### config.mk
export PLATFORM = sky130hd
export DESIGN_NAME = piano_voice
export DESIGN_NICKNAME = d
export VERILOG_FILES = /design/src/rtl/piano_voice.sv
export SDC_FILE = /design/constraint.sdc
export NUM_CORES = 1
export LEC_CHECK = 0
export ABC_AREA = 1
export CAP_MARGIN = 20
export CORE_MARGIN = 2
export CORE_UTILIZATION = 35
export DETAILED_ROUTE_END_ITERATION = 6
export SLEW_MARGIN = 20
export SYNTH_ARGS = -nofsm -noshare
export SYNTH_HDL_FRONTEND = slang
export SYNTH_SLANG_ARGS = --single-unit
### constraint.sdc
create_clock -name CLK -period 11.9 [get_ports CLK]
set_clock_uncertainty 0.05 [all_clocks]
set_input_delay 1.19 -clock CLK [delete_from_list [all_inputs] [get_ports CLK]]
set_output_delay 1.19 -clock CLK [all_outputs]
set_load 0.01 [all_outputs]
### src/rtl/piano_voice.sv
// Single-voice square-wave tone generator with fixed-priority key select and release sustain.
// Optional octave shift: define PIANO_OCTAVE_EN to add the octave_up port.
module piano_voice #(
    parameter int NUM_KEYS    = 8,
    parameter int DIV_W       = 18,
    parameter int DEFAULT_DIV = 95556,
    parameter int SUSTAIN_CYC = 10000000,
    parameter int NOTE_W      = 3
) (
    input  logic                CLK,
    input  logic                RESET,
    input  logic [NUM_KEYS-1:0] key,
    input  logic                cfg_we,
    input  logic [NOTE_W-1:0]   cfg_addr,
    input  logic [DIV_W-1:0]    cfg_data,
`ifdef PIANO_OCTAVE_EN
    input  logic                octave_up,
`endif
    output logic                tone,
    output logic [NOTE_W-1:0]   note,
    output logic                note_valid,
    output logic [NUM_KEYS-1:0] Led
);

    // state   | meaning
    // IDLE    | silent, no note held
    // PLAY    | a key is down, tone running for note
    // SUSTAIN | all keys released, tone runs until sus_cnt expires
    typedef enum logic [1:0] {IDLE, PLAY, SUSTAIN} state_t;

    localparam int SUS_W = (SUSTAIN_CYC > 1) ? $clog2(SUSTAIN_CYC) : 1;
    localparam logic [SUS_W-1:0] SUS_LOAD = (SUSTAIN_CYC > 0) ? SUS_W'(SUSTAIN_CYC - 1) : '0;

    state_t               state;
    logic [DIV_W-1:0]     cnt;
    logic [SUS_W-1:0]     sus_cnt;
    logic [DIV_W-1:0]     div_tab [NUM_KEYS];

    logic                 key_any;
    logic [NOTE_W-1:0]    pri_note;
    logic [NUM_KEYS-1:0]  pri_onehot;
    logic [DIV_W-1:0]     raw_pri, raw_cur, eff_pri, eff_cur;
    logic                 start_tone, run_tone;
    logic [DIV_W-1:0]     start_cnt, run_cnt;

    always_ff @(posedge CLK or posedge RESET) begin
        if (RESET) begin
            for (int i = 0; i < NUM_KEYS; i++) div_tab[i] <= DIV_W'(DEFAULT_DIV);
        end else if (cfg_we) begin
            for (int i = 0; i < NUM_KEYS; i++)
                if (cfg_addr == NOTE_W'(i)) div_tab[i] <= cfg_data;
        end
    end

    always_comb begin
        pri_note = '0;
        raw_pri  = '0;
        raw_cur  = '0;
        for (int i = NUM_KEYS - 1; i >= 0; i--)
            if (key[i]) pri_note = NOTE_W'(i);
        for (int i = 0; i < NUM_KEYS; i++) begin
            if (pri_note == NOTE_W'(i)) raw_pri = div_tab[i];
            if (note == NOTE_W'(i))     raw_cur = div_tab[i];
        end
    end

    assign key_any    = |key;
    assign pri_onehot = key & (~key + NUM_KEYS'(1));

`ifdef PIANO_OCTAVE_EN
    assign eff_pri = octave_up ? (raw_pri >> 1) : raw_pri;
    assign eff_cur = octave_up ? (raw_cur >> 1) : raw_cur;
`else
    assign eff_pri = raw_pri;
    assign eff_cur = raw_cur;
`endif

    // A zero divisor mutes: the counter reloads every cycle so a later table write is picked up.
    assign start_tone = (eff_pri != '0);
    assign start_cnt  = (eff_pri == '0) ? '0 : eff_pri - DIV_W'(1);
    assign run_tone   = (cnt == '0) ? ((eff_cur != '0) && !tone) : tone;
    assign run_cnt    = (cnt != '0) ? cnt - DIV_W'(1) :
                        (eff_cur == '0) ? '0 : eff_cur - DIV_W'(1);

    always_ff @(posedge CLK or posedge RESET) begin
        if (RESET) begin
            state      <= IDLE;
            tone       <= 1'b0;
            note       <= '0;
            note_valid <= 1'b0;
            Led        <= '0;
            cnt        <= '0;
            sus_cnt    <= '0;
        end else begin
            case (state)
                IDLE: begin
                    if (key_any) begin
                        state      <= PLAY;
                        note       <= pri_note;
                        note_valid <= 1'b1;
                        Led        <= pri_onehot;
                        tone       <= start_tone;
                        cnt        <= start_cnt;
                    end
                end
                PLAY: begin
                    if (key_any) begin
                        if (pri_note != note) begin
                            note <= pri_note;
                            Led  <= pri_onehot;
                            tone <= start_tone;
                            cnt  <= start_cnt;
                        end else begin
                            tone <= run_tone;
                            cnt  <= run_cnt;
                        end
                    end else if (SUSTAIN_CYC == 0) begin
                        state      <= IDLE;
                        tone       <= 1'b0;
                        note_valid <= 1'b0;
                        Led        <= '0;
                        cnt        <= '0;
                    end else begin
                        state   <= SUSTAIN;
                        sus_cnt <= SUS_LOAD;
                        tone    <= run_tone;
                        cnt     <= run_cnt;
                    end
                end
                SUSTAIN: begin
                    if (key_any) begin
                        state <= PLAY;
                        if (pri_note != note) begin
                            note <= pri_note;
                            Led  <= pri_onehot;
                            tone <= start_tone;
                            cnt  <= start_cnt;
                        end else begin
                            tone <= run_tone;
                            cnt  <= run_cnt;
                        end
                    end else if (sus_cnt == '0) begin
                        state      <= IDLE;
                        tone       <= 1'b0;
                        note_valid <= 1'b0;
                        Led        <= '0;
                        cnt        <= '0;
                    end else begin
                        sus_cnt <= sus_cnt - SUS_W'(1);
                        tone    <= run_tone;
                        cnt     <= run_cnt;
                    end
                end
                default: state <= IDLE;
            endcase
        end
    end

endmodule

==> results.md, run 1 <==
* Cell Chain, Critical Path: clkdlybuf4s50_1, nor2_2, nand2_1, nand2_1, nand2_1, nor2_1, nor3_1, nand2_1, inv_2, nor2_1, nor2_2, inv_1, nand3_2, nand3_1, o21ai_0
* # setup viols final at 0
* CP dominant cell by count: nand2_1
* Most used DFF post-synth: dfrtp_1
* Status: finished, final reports clean
* Seq/Total Area, Yosys at 0.413
* Area share of the leading cell type in the synthesized netlist at 0.277
* CTS Hold Bufs at 0
* Leak at 6.53 nW
* Post_cts resized at 0
* Internal power at 1.69 mW
* Rows at 68
* Detailed Route WL at 38,100 um
* Antenna diodes at 0
* Root buf cell: clkbuf_16
* CTS sink count at 201
* Switching Share at 0.420
* Post-DRT Antenna Nets at 0
* Largest cells by area after synthesis: dfrtp_1 28%, nand2_1 17%, dfstp_2 14%, o21ai_0 8.3%, inv_1 5.7%
* Critical path's top delay family: simple AND/OR/NAND/NOR gates
* Dpl cell area at 13,200 sq um
* Worst-Skew Late Latency at 0.54 ns
* Largest net degree at the start of global routing at 135
* Worst stage delay on the critical path at 0.74 ns
* Core area at 34,700 sq um
* Hold_sp: Led[7]
* Detailed router's first-iteration violation count at 1,084
* Setup bufs post-CTS at 0
* Critical path buffers and inverters at 3
* Worst vdd ir at 111 uV
* Clk pwr share at 0.263
* Cells after Synth at 1,759
* Fmax at 0.211 GHz
* Initial antenna violation count at 0
* RSZ-0062 raised after global routing: false
* Min Hold Slack at 0.428 ns
* Crit path DAT at 5.08 ns
* DP HPWL at 27,700 um
* Fin nets at 1,824
* Die Ht at 192 um
* Max Root-Sink Buffers at 3
* I/O Pins at 45
* Die W at 192 um
* MaxCap Viol Count at 0
* GP Congestion at 0.902
* Initial Util at 0.357
* Comb pwr share at 0.395
* CP startpoint kind: input pin
* Worst reg-to-reg path cell count at 18
* Total number of yosys warnings at 0
* Final Max Tran Viols at 0
* PwrDens at 208 nW/um^2
* Crit path capture type: register
* Switching power total at 1.22 mW
* Layout cells sized above 1 at 0.103
* Port Buffer Count at 44
* Required time worst endpoint at 12.24 ns
* Drt pass-1 iters at 7
* Syn Nets at 1,800
* First-pass GRT wire length at 61,600 um
* Worst-Margin Slew at 1.01 ns
* Post-Synthesis Cell Area at 12,400 sq um
* Number of global-route vias before repair at 11,335
* Max stage delay cell, worst path: inv_1
* Slew margin rel. at 0.326
* R2R Path Start: note[0]
* Min Tclk post-route at 4.73 ns
* Final period utilization at 0.398
* Leading area contributor after synthesis: dfrtp_1
* H-tree depth at 1
* Hold depth at 2
* Sequential share of power at 0.341
* DR WL/cell at 16.9 um
* Area of the die at 36,900 sq um
* Clock-pin slew on the worst setup and hold paths at 0.05 ns
* CP Max Fanout at 31
* Vias post-DR at 11,799
* Post-synth EDFFs at 0
* DRC viols at 0
* Count of state elements after synthesis at 201
* FFs w/ async S/R, synth at 1.00
* Worst setup path class: input pin to register
* FILL cells at 3,636
* Synth cell types at 50
* Area Overhead vs Synth at 13.3%
* WP depth at 15
* CTS tree: yes
* Total CTS buffers at 25
* Grt ovf at 0
* All-Layer GR Usage at 0.212
* Design area at 14,000 sq um
* HP Class: register to register
* Final Hold Vio Count at 0
* Post-synthesis area per instance at 7.04 sq um
* Vias per cell at 5.23
* Critical Path Start: key[4]
* Setup TNS at 0 ns
[worst min-delay path, cell delays in order (launching register included)]
cell and delay (ns):
dfrtp_1 0.34, nand2_1 0.05, o21ai_0 0.05
[state kept, by name, summed over array words and instances, names as in the netlist]
signal,count
state,2
div_tab,144
note_valid,1
tone,1
note,3
Led,8
sus_cnt,24
cnt,18
[cell usage after synthesis, types with 8 or more instances]
master    number
a21oi_1       59
buf_2         15
clkbuf_1      32
dfrtp_1      137
dfstp_2       64
ha_1           9
inv_1        187
inv_2         18
nand2_1      553
nand3_1       83
nand3b_1       8
nand4_1       67
nor2_1       156
nor2_2         8
nor2_4         9
nor3_1        17
nor4_1         8
o21ai_0      206
or2_2         11
xor2_1        27
[path summary, 6_finish.rpt]
| path | end | slack [ns] |
|---|---|---|
| worst max-delay path | cnt[10] | 7.17 |
| worst min-delay path | Led[7] | 0.43 |
| max in group asynchronous | sus_cnt[6] | 9.19 |
| worst min register to register | Led[7] | 0.43 |
| min in group asynchronous | div_tab[107] | 1.22 |
| worst max register to register | cnt[7] | 7.65 |
[final cells by class]
cell class	count	area [sq um]	share of cell area
inverter	208	791	0.0563
tap	455	569	0.0406
sequential	201	5110	0.364
clock inverter	6	61.3	0.00437
multi-input combinational	1293	6220	0.443
timing repair buffer	54	515	0.0367
clock buffer	40	772	0.0550
[per-layer routing]
metal,vias up,routed length (um),GRT usage
met4,0,1060,0.0646
met5,-,0,0
met3,59,2770,0.0360
met2,374,16900,0.337
met1,5605,17300,0.295
li1,5761,-,-
[power groups by stage]
stage	Sequential, mW	Clock, mW	Combinational, mW
2_1_floorplan	0.964	0	0.816
3_3_place_gp	0.999	0	1.12
3_5_place_dp	1.00	0	1.14
4_1_cts	0.994	0.783	1.14
5_1_grt	1.02	0.812	1.31
6_report	0.996	0.768	1.15
[through the flow]
step	cells	power, mW	setup slack (ns)	utilization
2_1_floorplan	1759	1.78	5.28	-
5_1_grt	2257	3.14	6.88	0.404
3_3_place_gp	2211	2.12	6.84	0.380
6_report	2257	2.92	7.17	0.404
4_1_cts	2257	2.92	7.32	0.404
3_5_place_dp	2211	2.14	6.78	0.380
[cells in the final DEF, fill, tap and decap left out, drive strengths merged, types with 16 or more instances in the layout]
cell type      synthesis  final
inv                  206    207
nand3                 87     87
a21oi                 62     62
nand2                555    555
dfrtp                137    137
dfstp                 64     64
nor2                 173    173
xor2                  27     27
clkdlybuf4s50          0     44
o21ai                209    209
nor3                  26     26
clkbuf                32     40
or2                   16     16
nand4                 67     67
[cell families after synthesis]
group | synth area share
AOI/OAI and AO/OA | 0.135
xor gates and xnor gates | 0.0233
adders and majority gates | 0.00909
buffers and inverters | 0.0866
DFF | 0.413
and+or+nand+nor | 0.334
Note: power is estimated with default switching activity, not from simulation.
==> run 2: changes to the inputs <==
- clock period: 11.9 -> 4.56 ns (I/O delays scaled with it)
==> results.md, run 2 (synthesized netlist as in run 1, its figures left out) <==
* Status: finished, final reports clean
* DRC viols at 0 (unchanged)
* Commonest non-fill, non-tap cell in the layout: nand2_1
* Place WS at 0.536 ns (-6.24 ns)
* Total CTS buffers at 24 (-4.0%)
* First-pass GRT wire length at 62,100 um (+0.80%)
* Crit path DAT at 4.31 ns (-0.77 ns)
* Worst stage delay on the critical path at 0.55 ns (-0.19 ns)
* Post_cts resized at 0 (unchanged)
* Min Tclk post-route at 3.95 ns
* Required time worst endpoint at 4.92 ns (-7.32 ns)
* I/O Pins at 45 (unchanged)
* RR Endpoint: cnt[2]
* DR WL/cell at 17.0 um (+0.90%)
* # setup viols final at 0 (unchanged)
* Worst-Margin Slew at 0.709 ns (-0.299 ns)
* Antenna diodes at 0 (unchanged)
* Most flops, register: div_tab
* Area of the die at 36,900 sq um (unchanged)
* RSZ-0062 raised after global routing: false
* Layout cells sized above 1 at 0.110 (+0.00654)
* PwrDens at 543 nW/um^2 (+160%)
* Initial Util at 0.357 (unchanged)
* Max Root-Sink Buffers at 3 (unchanged)
* Max stage delay cell, worst path: dfrtp_1
* Slew margin rel. at 0.527 (+0.201)
* Tot Pwr at 7.70 mW (+160%)
* Biggest regs: div_tab (144), sus_cnt (24), cnt (18)
* CTS sink count at 201 (unchanged)
* CP Max Fanout at 18 (-42%)
* All-Layer GR Usage at 0.212 (about the same)
* Worst setup path class: register to register
* Die Ht at 192 um (unchanged)
* Grt ovf at 0 (unchanged)
* R2r setup slk at 0.61 ns (-7.04 ns)
* Largest net degree at the start of global routing at 113 (-16%)
* Root buf cell: clkbuf_16
* Detailed router's first-iteration violation count at 1,201 (+11%)
* Worst setup margin at 0.605 ns (-6.56 ns)
* Critical path's top delay family: simple AND/OR/NAND/NOR gates
* DP HPWL at 28,200 um (+1.7%)
* GP Congestion at 0.923 (+2.3%)
* Cell Chain, Critical Path: nor2_4, nand2_1, buf_4, o22ai_1, o2111ai_1, nor3_2, nand4_1, nand2_1, inv_2, o21ai_0, a21oi_1, nand2_1, nand2_1
* Worst vdd ir at 285 uV (+160%)
* Area Overhead vs Synth at 14.3%
* Leak at 6.59 nW (+1.0%)
* Worst-Skew Late Latency at 0.53 ns (about the same)
* Worst reg-to-reg path cell count at 13 (-5)
* Critical Path Start: note[0]
* Final Max Tran Viols at 0 (unchanged)
* R2R Path Start: note[0]
* Critical path buffers and inverters at 2 (-1)
* Detailed Route WL at 38,600 um (+1.4%)
* MaxCap Viol Count at 0 (unchanged)
* Final core occ at 0.408 (+0.00360)
* Setup bufs post-CTS at 0 (unchanged)
* Drt pass-1 iters at 6 (-1)
* Port Buffer Count at 44 (unchanged)
* Fmax at 0.253 GHz
* Rows at 68 (unchanged)
* Final period utilization at 0.867
* Number of global-route vias before repair at 11,416 (+0.71%)
* CP dominant cell by count: nand2_1
* Vias post-DR at 11,919 (+1.0%)
* CTS tree: yes
* Crit path capture type: register
* Die W at 192 um (unchanged)
* Clock-pin slew on the worst setup and hold paths at 0.06 ns (about the same)
* HP Class: input pin to async pin
* Most frequent cells in the layout: 549 x nand2_1, 206 x o21ai_0, 186 x inv_1, 156 x nor2_1, 137 x dfrtp_1
* CTS Hold Bufs at 0 (unchanged)
* Vias per cell at 5.26 (+0.53%)
* Initial antenna violation count at 0 (unchanged)
* Setup TNS at 0 ns (unchanged)
* H-tree depth at 1 (unchanged)
* Core area at 34,700 sq um (unchanged)
* Final Hold Vio Count at 0 (unchanged)
* Max reg flops at 144 (unchanged)
* CP startpoint kind: register
* Fin nets at 1,836 (+0.66%)
* Post-DRT Antenna Nets at 0 (unchanged)
[run 2: cell count changes in the layout (fill, tap and decap cells not counted), moves of 2 or more]
cell,change
buf_12,+2
buf_4,+11
clkinv_2,+3
clkbuf_8,-7
clkinvlp_4,+2
bufinv_16,+3
[run 2: cell type report]
class	count	area, sq um
well taps	455	569
multi-input cells	1293	6220
flip-flops and latches	201	5110
clock buffers	32	672
inverters	208	787
repair buffers	67	638
fillers	3683	20600
clock inverters	12	165
[run 2: worst max-delay path by stage]
stage	end	slack (ns)	cells past startpoint
finish	cnt[2]	0.61	13
global route	cnt[7]	0.29	16
CTS	cnt[2]	0.70	13
detailed placement	cnt[10]	0.54	20
global placement	cnt[10]	0.65	15
floorplan	Led[0]	1.50	1
[run 2: metrics by stage]
stage / hold slack [ns] / cell area, sq um / instances
2_1_floorplan: 0.399 / 12400 / 1759
3_3_place_gp: 0.418 / 13300 / 2224
3_5_place_dp: 0.422 / 13300 / 2224
4_1_cts: 0.119 / 14100 / 2268
5_1_grt: 0.140 / 14200 / 2268
6_report: 0.128 / 14200 / 2268
[run 2: worst register-to-register path, cell delays in order (launching register included)]
cell and delay (ns):
dfrtp_1 0.55, nor2_4 0.53, nand2_1 0.21, buf_4 0.23
o22ai_1 0.29, o2111ai_1 0.36, nor3_2 0.38, nand4_1 0.27
nand2_1 0.46, inv_2 0.10, o21ai_0 0.15, a21oi_1 0.12
nand2_1 0.08, nand2_1 0.07
[run 2: layer usage]
layer / track usage / vias to the layer above / part of all wire
met5: 0 / - / 0
met4: 0.0614 / 0 / 0.027
met3: 0.0354 / 66 / 0.068
met2: 0.345 / 383 / 0.45
met1: 0.290 / 5694 / 0.45
li1: - / 5776 / -
[run 2: report_power, final]
| group | switching (mW) | internal [mW] |
|---|---|---|
| Combinational | 2.09 | 0.969 |
| Sequential | 0.344 | 2.25 |
| Clock | 0.782 | 1.26 |
| Total | 3.21 | 4.48 |
